File: src/rtl/uart_framer_pkg.sv
// Shared types and constants for the UART block framer.
package uart_framer_pkg;

    // Receive-side session tracking: the first block after (re)arming is the key block.
    typedef enum logic {
        EXPECT_KEY  = 1'b0,
        EXPECT_DATA = 1'b1
    } session_e;

    // Transmit serialiser states.
    typedef enum logic {
        TX_IDLE = 1'b0,
        TX_SEND = 1'b1
    } tx_state_e;

    // Ten byte times at 115200 baud with a 100 MHz clock.
    localparam int UART_DEFAULT_TIMEOUT = 86800;

endpackage

File: src/rtl/uart_block_framer_serializer.sv
// TX path: loads a result block in parallel and hands it to the UART TX
// byte interface one byte at a time, most significant byte first.
module block_serializer
    import uart_framer_pkg::*;
#(
    parameter int BLOCK_BYTES = 16
)
(
    input  logic                     clk,
    input  logic                     rst,
    input  logic [8*BLOCK_BYTES-1:0] blk_data,
    input  logic                     blk_valid,
    output logic                     blk_ready,
    output logic [7:0]               tx_byte,
    output logic                     tx_valid,
    input  logic                     tx_ready
);

    localparam int W  = 8 * BLOCK_BYTES;
    localparam int CW = $clog2(BLOCK_BYTES + 1);
    localparam logic [CW-1:0] CNT_LAST = CW'(BLOCK_BYTES - 1);

    tx_state_e       state_reg, state_next;
    logic [W-1:0]    shreg_reg, shreg_next;
    logic [W-1:0]    shreg_shifted;
    logic [CW-1:0]   cnt_reg, cnt_next;

    // Shift the block up by one byte lane; zeros fill in from the bottom so the
    // register is empty once the last byte has gone out.
    genvar gi;
    generate
        for (gi = 0; gi < BLOCK_BYTES; gi++) begin : g_lane
            if (gi == 0) begin : g_bottom
                assign shreg_shifted[7:0] = 8'h00;
            end else begin : g_upper
                assign shreg_shifted[8*gi +: 8] = shreg_reg[8*(gi-1) +: 8];
            end
        end
    endgenerate

    // State, shift register and byte counter.
    always_ff @(posedge clk or posedge rst) begin
        if (rst) begin
            state_reg <= TX_IDLE;
            shreg_reg <= '0;
            cnt_reg   <= '0;
        end else begin
            state_reg <= state_next;
            shreg_reg <= shreg_next;
            cnt_reg   <= cnt_next;
        end
    end

    // Load on the block handshake, advance one byte per TX handshake.
    always_comb begin
        state_next = state_reg;
        shreg_next = shreg_reg;
        cnt_next   = cnt_reg;
        case (state_reg)
            TX_IDLE: begin
                if (blk_valid) begin
                    shreg_next = blk_data;
                    cnt_next   = '0;
                    state_next = TX_SEND;
                end
            end
            TX_SEND: begin
                if (tx_ready) begin
                    shreg_next = shreg_shifted;
                    if (cnt_reg == CNT_LAST) begin
                        cnt_next   = '0;
                        state_next = TX_IDLE;
                    end else begin
                        cnt_next = cnt_reg + CW'(1);
                    end
                end
            end
            default: begin
                state_next = TX_IDLE;
            end
        endcase
    end

    assign blk_ready = (state_reg == TX_IDLE);
    assign tx_valid  = (state_reg == TX_SEND);
    assign tx_byte   = shreg_reg[W-1 -: 8];

endmodule

File: src/rtl/uart_block_framer.sv
// Byte/block framing between the UART byte engines and the decrypt core.
// RX: packs MSB-first bytes into blocks, tags the first block of each session
// as the key block, detects inter-byte timeout and overrun.
// TX: forwards result blocks to block_serializer.
module uart_block_framer
    import uart_framer_pkg::*;
#(
    parameter int BLOCK_BYTES    = 16,
    parameter int DATA_BLOCKS    = 1,
    parameter int TIMEOUT_CYCLES = UART_DEFAULT_TIMEOUT
)
(
    input  logic                     clk,
    input  logic                     rst,
    input  logic [7:0]               rx_byte,
    input  logic                     rx_valid,
    output logic [8*BLOCK_BYTES-1:0] blk_data,
    output logic                     blk_is_key,
    output logic                     blk_valid,
    input  logic                     blk_ready,
    input  logic [8*BLOCK_BYTES-1:0] tx_blk_data,
    input  logic                     tx_blk_valid,
    output logic                     tx_blk_ready,
    output logic [7:0]               tx_byte,
    output logic                     tx_valid,
    input  logic                     tx_ready,
    output logic                     err_timeout,
    output logic                     err_overrun
);

    localparam int W   = 8 * BLOCK_BYTES;
    localparam int BCW = $clog2(BLOCK_BYTES + 1);
    localparam int TW  = $clog2(TIMEOUT_CYCLES + 1);
    localparam int DCW = (DATA_BLOCKS > 0) ? $clog2(DATA_BLOCKS + 1) : 1;

    localparam logic [BCW-1:0] BC_LAST = BCW'(BLOCK_BYTES - 1);
    localparam logic [BCW-1:0] BC_FULL = BCW'(BLOCK_BYTES);
    localparam logic [TW-1:0]  TO_LAST = TW'(TIMEOUT_CYCLES - 1);
    localparam logic [DCW-1:0] DB_LAST = DCW'(DATA_BLOCKS - 1);

    // Assembly state
    logic [W-1:0]    shreg_reg, shreg_next;
    logic [W-1:0]    shreg_shifted;
    logic [BCW-1:0]  byte_cnt_reg, byte_cnt_next;
    logic [TW-1:0]   idle_cnt_reg, idle_cnt_next;

    // Session state
    session_e        session_reg, session_next;
    logic [DCW-1:0]  data_cnt_reg, data_cnt_next;

    // Holding register
    logic [W-1:0]    hold_data_reg, hold_data_next;
    logic            hold_key_reg, hold_key_next;
    logic            hold_valid_reg, hold_valid_next;

    // Error pulses
    logic            err_timeout_reg, err_timeout_next;
    logic            err_overrun_reg, err_overrun_next;

    // Transfer into the holding register this cycle
    logic            xfer;
    logic [W-1:0]    xfer_data;
    logic            handoff;
    logic            hold_free;

    // Incoming byte enters the bottom lane; earlier bytes move towards the MSBs.
    genvar gi;
    generate
        for (gi = 0; gi < BLOCK_BYTES; gi++) begin : g_lane
            if (gi == 0) begin : g_bottom
                assign shreg_shifted[7:0] = rx_byte;
            end else begin : g_upper
                assign shreg_shifted[8*gi +: 8] = shreg_reg[8*(gi-1) +: 8];
            end
        end
    endgenerate

    assign handoff   = hold_valid_reg & blk_ready;
    assign hold_free = ~hold_valid_reg | handoff;

    // All receive-side state registers.
    always_ff @(posedge clk or posedge rst) begin
        if (rst) begin
            shreg_reg       <= '0;
            byte_cnt_reg    <= '0;
            idle_cnt_reg    <= '0;
            session_reg     <= EXPECT_KEY;
            data_cnt_reg    <= '0;
            hold_data_reg   <= '0;
            hold_key_reg    <= 1'b0;
            hold_valid_reg  <= 1'b0;
            err_timeout_reg <= 1'b0;
            err_overrun_reg <= 1'b0;
        end else begin
            shreg_reg       <= shreg_next;
            byte_cnt_reg    <= byte_cnt_next;
            idle_cnt_reg    <= idle_cnt_next;
            session_reg     <= session_next;
            data_cnt_reg    <= data_cnt_next;
            hold_data_reg   <= hold_data_next;
            hold_key_reg    <= hold_key_next;
            hold_valid_reg  <= hold_valid_next;
            err_timeout_reg <= err_timeout_next;
            err_overrun_reg <= err_overrun_next;
        end
    end

    // Assembly, timeout, overrun, holding-register and session next state.
    always_comb begin
        shreg_next       = shreg_reg;
        byte_cnt_next    = byte_cnt_reg;
        idle_cnt_next    = idle_cnt_reg;
        session_next     = session_reg;
        data_cnt_next    = data_cnt_reg;
        hold_data_next   = hold_data_reg;
        hold_key_next    = hold_key_reg;
        hold_valid_next  = hold_valid_reg;
        err_timeout_next = 1'b0;
        err_overrun_next = 1'b0;
        xfer             = 1'b0;
        xfer_data        = shreg_reg;

        if (byte_cnt_reg == BC_FULL) begin
            // Complete block waiting for the holding register; new bytes are lost.
            idle_cnt_next = '0;
            if (rx_valid) begin
                err_overrun_next = 1'b1;
            end
            if (hold_free) begin
                xfer          = 1'b1;
                xfer_data     = shreg_reg;
                shreg_next    = '0;
                byte_cnt_next = '0;
            end
        end else if (rx_valid) begin
            // A byte arriving always beats a timeout in the same cycle.
            idle_cnt_next = '0;
            if (byte_cnt_reg == BC_LAST) begin
                if (hold_free) begin
                    xfer          = 1'b1;
                    xfer_data     = shreg_shifted;
                    shreg_next    = '0;
                    byte_cnt_next = '0;
                end else begin
                    shreg_next    = shreg_shifted;
                    byte_cnt_next = BC_FULL;
                end
            end else begin
                shreg_next    = shreg_shifted;
                byte_cnt_next = byte_cnt_reg + BCW'(1);
            end
        end else if (byte_cnt_reg != '0) begin
            // Partial block: abandon it if the line stays quiet too long.
            if (idle_cnt_reg == TO_LAST) begin
                err_timeout_next = 1'b1;
                shreg_next       = '0;
                byte_cnt_next    = '0;
                idle_cnt_next    = '0;
            end else begin
                idle_cnt_next = idle_cnt_reg + TW'(1);
            end
        end else begin
            idle_cnt_next = '0;
        end

        // Consumer takes the held block; a simultaneous transfer overrides below.
        if (handoff) begin
            hold_valid_next = 1'b0;
            hold_data_next  = '0;
            hold_key_next   = 1'b0;
        end

        if (xfer) begin
            hold_valid_next = 1'b1;
            hold_data_next  = xfer_data;
            if (session_reg == EXPECT_KEY) begin
                hold_key_next = 1'b1;
                session_next  = EXPECT_DATA;
                data_cnt_next = '0;
            end else begin
                hold_key_next = 1'b0;
                if ((DATA_BLOCKS != 0) && (data_cnt_reg == DB_LAST)) begin
                    session_next  = EXPECT_KEY;
                    data_cnt_next = '0;
                end else begin
                    data_cnt_next = data_cnt_reg + DCW'(1);
                end
            end
        end
    end

    assign blk_data    = hold_data_reg;
    assign blk_is_key  = hold_key_reg;
    assign blk_valid   = hold_valid_reg;
    assign err_timeout = err_timeout_reg;
    assign err_overrun = err_overrun_reg;

    block_serializer #(
        .BLOCK_BYTES (BLOCK_BYTES)
    ) u_serializer (
        .clk       (clk),
        .rst       (rst),
        .blk_data  (tx_blk_data),
        .blk_valid (tx_blk_valid),
        .blk_ready (tx_blk_ready),
        .tx_byte   (tx_byte),
        .tx_valid  (tx_valid),
        .tx_ready  (tx_ready)
    );

endmodule
File: config.mk
export PLATFORM = sky130hd
export DESIGN_NAME = uart_block_framer
export DESIGN_NICKNAME = d
export VERILOG_FILES = /design/src/rtl/uart_framer_pkg.sv /design/src/rtl/uart_block_framer_serializer.sv /design/src/rtl/uart_block_framer.sv
export SDC_FILE = /design/constraint.sdc
export NUM_CORES = 1
export LEC_CHECK = 0
export ABC_AREA = 0
export CAP_MARGIN = 40
export CORE_MARGIN = 5
export CORE_UTILIZATION = 40
export DETAILED_ROUTE_END_ITERATION = 10
export GPL_TIMING_DRIVEN = 0
export PLACE_DENSITY = 0.61
export SYNTH_ARGS = -nofsm -noshare
export SYNTH_HDL_FRONTEND = slang
export SYNTH_HIERARCHICAL = 1
export SYNTH_SLANG_ARGS = --single-unit
File: constraint.sdc
create_clock -name clk -period 9.5 [get_ports clk]
set_input_delay 0.95 -clock clk [delete_from_list [all_inputs] [get_ports clk]]
set_output_delay 0.95 -clock clk [all_outputs]
set_load 0.1 [all_outputs]
Word-level counts from Yosys, hierarchy flattened
Index checks and enable logic that the tools add are counted.
{ "classes": {"add_sub_neg": 4, "eq_ne": 7, "n_mux": 53, "bitwise_logic": 4, "reduce_logical": 6} }
{ "op_table": {"columns": ["cell", "n"], "rows": [
  ["$mux 128", 15],
  ["$pmux 128 s2", 1],
  ["$mux 17", 4],
  ["$mux 5", 10],
  ["$mux 1", 21],
  ["$add 17x1->17 const B", 1],
  ["$eq 17x17->1 const B", 1],
  ["$add 5x1->5 const B", 2],
  ["$eq 5x4->1 const B", 2],
  ["$pmux 5 s2", 1],
  ["$ne 2x2->1 const B", 3],
  ["$reduce_bool 3->1", 2],
  ["$eq 5x5->1 const B", 1],
  ["$reduce_bool 5->1", 1],
  ["$reduce_and 3->1", 1],
  ["$not 1->1", 2],
  ["$pmux 1 s2", 1],
  ["$reduce_and 2->1", 1],
  ["$reduce_bool 2->1", 1],
  ["$add 1x1->1 const B", 1],
  ["$and 1x1->1", 1],
  ["$or 1x1->1", 1]
]} }
{ "totals": {"register_bits": 418, "out_inout_bits": 142, "word_cells": 87} }

Depth between registers and ports, before layout
{ "logic_depth": {"ltp_word": 7, "ltp_mapped": 8, "depth_no_buf": 6} }

Hierarchy
Netlist, hierarchy kept.
{ "modules_own_cells": {"columns": ["mod", "n_inst", "cells_each", "area_per_inst_um2"], "rows": [
  ["uart_block_framer", 1, 861, 11706.2],
  ["block_serializer", 1, 579, 6138.4]
]} }

Least setup slack after synthesis
Ideal clock, no wire load.
{ "synth_timing": {"path_kind": "register to output", "start": "register u_serializer.state_reg (netlist: u_serializer/tx_valid)", "end": "output port tx_blk_ready", "arrival_time_ps": 1887, "t_required_ps": 8550, "slack_ps": 6663, "stages_incl_launch_ff": 5, "n_path_buf": 3, "path_cell_list": "dfrtp_1 -> buf_2 -> buf_6 -> buf_2 -> inv_2"} }
{ "synth_between": {"elab_chain_len": 1} }
{ "synth_lines": {"columns": ["element", "line", "rtl"], "rows": [
  ["start, declared", "uart_block_framer_serializer.sv:23", "tx_state_e state_reg, state_next;"],
  ["start signal, assigned", "uart_block_framer_serializer.sv:48", "state_reg <= state_next;"],
  ["$not 1->1", "uart_block_framer_serializer.sv:84", "assign blk_ready = (state_reg == TX_IDLE);"],
  ["end, declared", "uart_block_framer.sv:23", "output logic tx_blk_ready,"]
]} }
Every way passes these cells.

Worst setup path after layout
Same ends and word-level chain as after synthesis.

==> impl_summary.log <==
INFO  metric run_status = complete, no violations
INFO  metric die-area = 0.0489 mm2
INFO  metric port_buffers = 283
INFO  metric clock-root-buffer = clkbuf_16
INFO  metric drt_wl_total = 53900 um
INFO  metric area_delta_synth_final = 43.7%
INFO  metric category_of_the_most_critical_setup_path = reg -> out
INFO  metric htree_levels = 2
INFO  metric routability_congestion_estimate = 0.849
INFO  metric critical_path.startpoint = u_serializer/tx_valid$_DFF_PP0_
INFO  metric detailroute.wirelength.met2 = 25900 um
INFO  metric layoutNonFillerInstCount = 2540
INFO  metric drt_pre_antenna_iters = 5
INFO  metric crit_path_max_fanout = 10
INFO  metric floorplan.initialDensity = 40.4%
INFO  metric cts_inserted_buffers = 45
INFO  metric finalSetupTns = 0 ps
INFO  metric globalRouteTotalUtil = 21.7%
INFO  metric clk_pin_slew = 60 ps
INFO  metric tightestPinTransition = 630 ps
INFO  metric cts.hold.buffers_added = 0
INFO  metric ctsLongestPathBuffers = 3
INFO  metric leakage = 12.0 nW
INFO  metric vias_in_the_first_global_route = 14700
INFO  metric achievable-frequency = 0.285 GHz
INFO  metric postCtsSetupBuffers = 0
INFO  metric register_to_register_setup_slack = 7280 ps
INFO  metric placement_rows = 77
INFO  metric worstPathArrival = 2550 ps
INFO  metric grt_start_max_net_pins = 126
INFO  metric grt.overflow.total = 0
INFO  metric netlist_area = 0.0178 mm2
INFO  metric post_synthesis_net_count = 1586
INFO  metric syn-mean-instance-area = 12.4 um2
INFO  metric route.detailed.drc = 0
INFO  metric drtAntennaViolNets = 0
INFO  metric boundaryPins = 284
INFO  metric wire_length_of_the_first_global_routing_pass = 86300 um
INFO  metric synth-edff-count = 0
INFO  metric fin_crit_share = 36.9%
INFO  metric slew_violations = 0
INFO  metric end_kind = output port
INFO  metric clock_insertion_delay_worst_skew = 560 ps
INFO  metric finalHoldViolCount = 0
INFO  metric hold_path.class = reg -> reg
INFO  metric layout.cells.most_common = dfrtp_1
INFO  metric grt_setup_unrepaired = false
INFO  metric cts_tree = built
INFO  metric power.density_cell_area = 322 mW/mm2
INFO  metric routed-via-count = 13800
INFO  metric worstSetupStartpointType = flop
INFO  metric ff2ff_path_depth = 7
INFO  metric dpl.hpwl = 38700 um
INFO  metric mostFrequentLayoutCells = dfrtp_1, clkdlybuf4s50_1, mux2i_1
INFO  metric detail_route.vias_per_cell = 5.42
INFO  metric final-setup-viol-count = 0
INFO  metric timing.critical_path.required = 8550 ps
INFO  metric skew = 12.4 ps
INFO  metric yosys_register_bits = 417
INFO  metric die_h = 221 um
INFO  metric wl_met1 = 23800 um
INFO  metric core_region_area = 0.0442 mm2
INFO  metric critPathCapture = tx_blk_ready
INFO  metric drt-initial-drc-count = 988
INFO  metric slew_headroom = 58.0%
INFO  metric num_clock_sinks = 417
INFO  metric top_layer = met4
INFO  metric synth-seq-area-share = 58.5%
INFO  metric async_reset_ff_share = 100%
INFO  metric fill_cell_count = 3581
INFO  metric cap_violations = 0
INFO  metric post_synth_num_cell_types = 55
INFO  metric layout-drive-gt1-share = 16.9%
INFO  metric syn_inst = 1440
INFO  metric yosys_warnings = 6
INFO  metric die_w = 221 um
INFO  metric r2r-start = byte_cnt_reg[1]$_DFFE_PP0P_
INFO  metric dp_cells = 2461
INFO  metric min_cycle_time_layout = 3500 ps
INFO  metric nNetsFinal = 2062
INFO  metric initial_antenna_violation_count = 1
INFO  metric dr_wl_met3 = 2570 um
INFO  metric worst_reg2reg_path_endpoint = blk_data[126]$_DFFE_PP0P_
INFO  metric vdd.ir_drop.worst = 328 uV
INFO  metric cts.repair.resized = 0
INFO  metric synth_top_flop_cell = dfrtp_1
INFO  metric avgRoutedWirePerCell = 21.2 um
-- cells in the mapped netlist, drive strengths merged (6+ instances only) --
master   instances  area [um2]
nor2            21        78.8
o2bb2ai        129        1130
inv              7        26.3
a22oi           79         593
nand4            7        43.8
xnor2            7        61.3
xor2             7        61.3
or3              6        42.5
nand2          129         484
o21ai          127         651
a22o           137        1200
dfrtp          417       10400
buf             99         714
a21oi            6        41.3
mux2i          170        1710
nand3           14        70.1
clkbuf          35         131
-- worst max-delay path: stages, from the launching register on --
cell,delay (ps)
dfrtp_1,390
buf_2,260
buf_6,180
buf_2,310
inv_2,70
clkdlybuf4s50_1,550
buf_16,230
-- worst min path at each step --
stage | startpoint | endpoint | slack, ps | cells past startpoint
3_5_place_dp | session_reg$_DFFE_PP0P_ | blk_is_key$_DFFE_PP0P_ | 470 | 1
2_1_floorplan | session_reg$_DFFE_PP0P_ | blk_is_key$_DFFE_PP0P_ | 440 | 1
4_1_cts | session_reg$_DFFE_PP0P_ | blk_is_key$_DFFE_PP0P_ | 470 | 1
3_3_place_gp | session_reg$_DFFE_PP0P_ | blk_is_key$_DFFE_PP0P_ | 460 | 1
6_report | session_reg$_DFFE_PP0P_ | blk_is_key$_DFFE_PP0P_ | 480 | 1
5_1_grt | blk_data[124]$_DFFE_PP0P_ | blk_data[124]$_DFFE_PP0P_ | 500 | 1
-- cell families after synthesis --
family	count (synthesis)	synth area share, %
XOR/XNOR	14	0.687
AO/OA/AOI/OAI	486	20.7
adder cells (fa/ha/maj)	4	0.280
flip-flops	417	58.5
buffers and inverters	141	4.89
multiplexers	171	9.62
AND/OR/NAND/NOR	207	5.38
-- cell type report --
| cell class | count | area [um2] | share of cell area, % |
|---|---|---|---|
| diodes | 1 | 2.50 | 0.00976 |
| plain buffers | 134 | 846 | 3.30 |
| clock buffers | 59 | 1230 | 4.79 |
| clock inverters | 19 | 259 | 1.01 |
| inverters | 7 | 38.8 | 0.151 |
| multi-input cells | 882 | 6540 | 25.5 |
| flip-flops and latches | 417 | 10400 | 40.7 |
| well taps | 592 | 741 | 2.89 |
| repair buffers | 429 | 5550 | 21.6 |
-- through the flow --
step                      instance area, um2  power (mW)  util (%)  hold WS [ps]  setup WS (ps)
final                                  25600        8.26      58.0           479           6000
after global routing                   25600        8.64      58.0           498           5890
after CTS                              25600        8.32      58.0           473           5960
after detailed placement               24100        6.50      54.6           466           6230
after global placement                 21400        5.80      48.4           456          -2870
after floorplan                        17800        5.00         -           436            743
-- where the power goes --
| part | switching (mW) | total (mW) | internal, mW | leakage [nW] |
|---|---|---|---|---|
| logic | 2.06 | 3.55 | 1.49 | 5.65 |
| registers | 0.537 | 2.92 | 2.39 | 5.65 |
| clock network | 0.715 | 1.79 | 1.07 | 0.722 |
-- metal layers --
metal | vias to the layer above | global-route usage, %
met3 | 100 | 3.84
li1 | 6339 | -
met5 | - | 0
met1 | 6950 | 29.9
met4 | 0 | 7.06
met2 | 381 | 35.1
(Power assumes the default switching activity.)
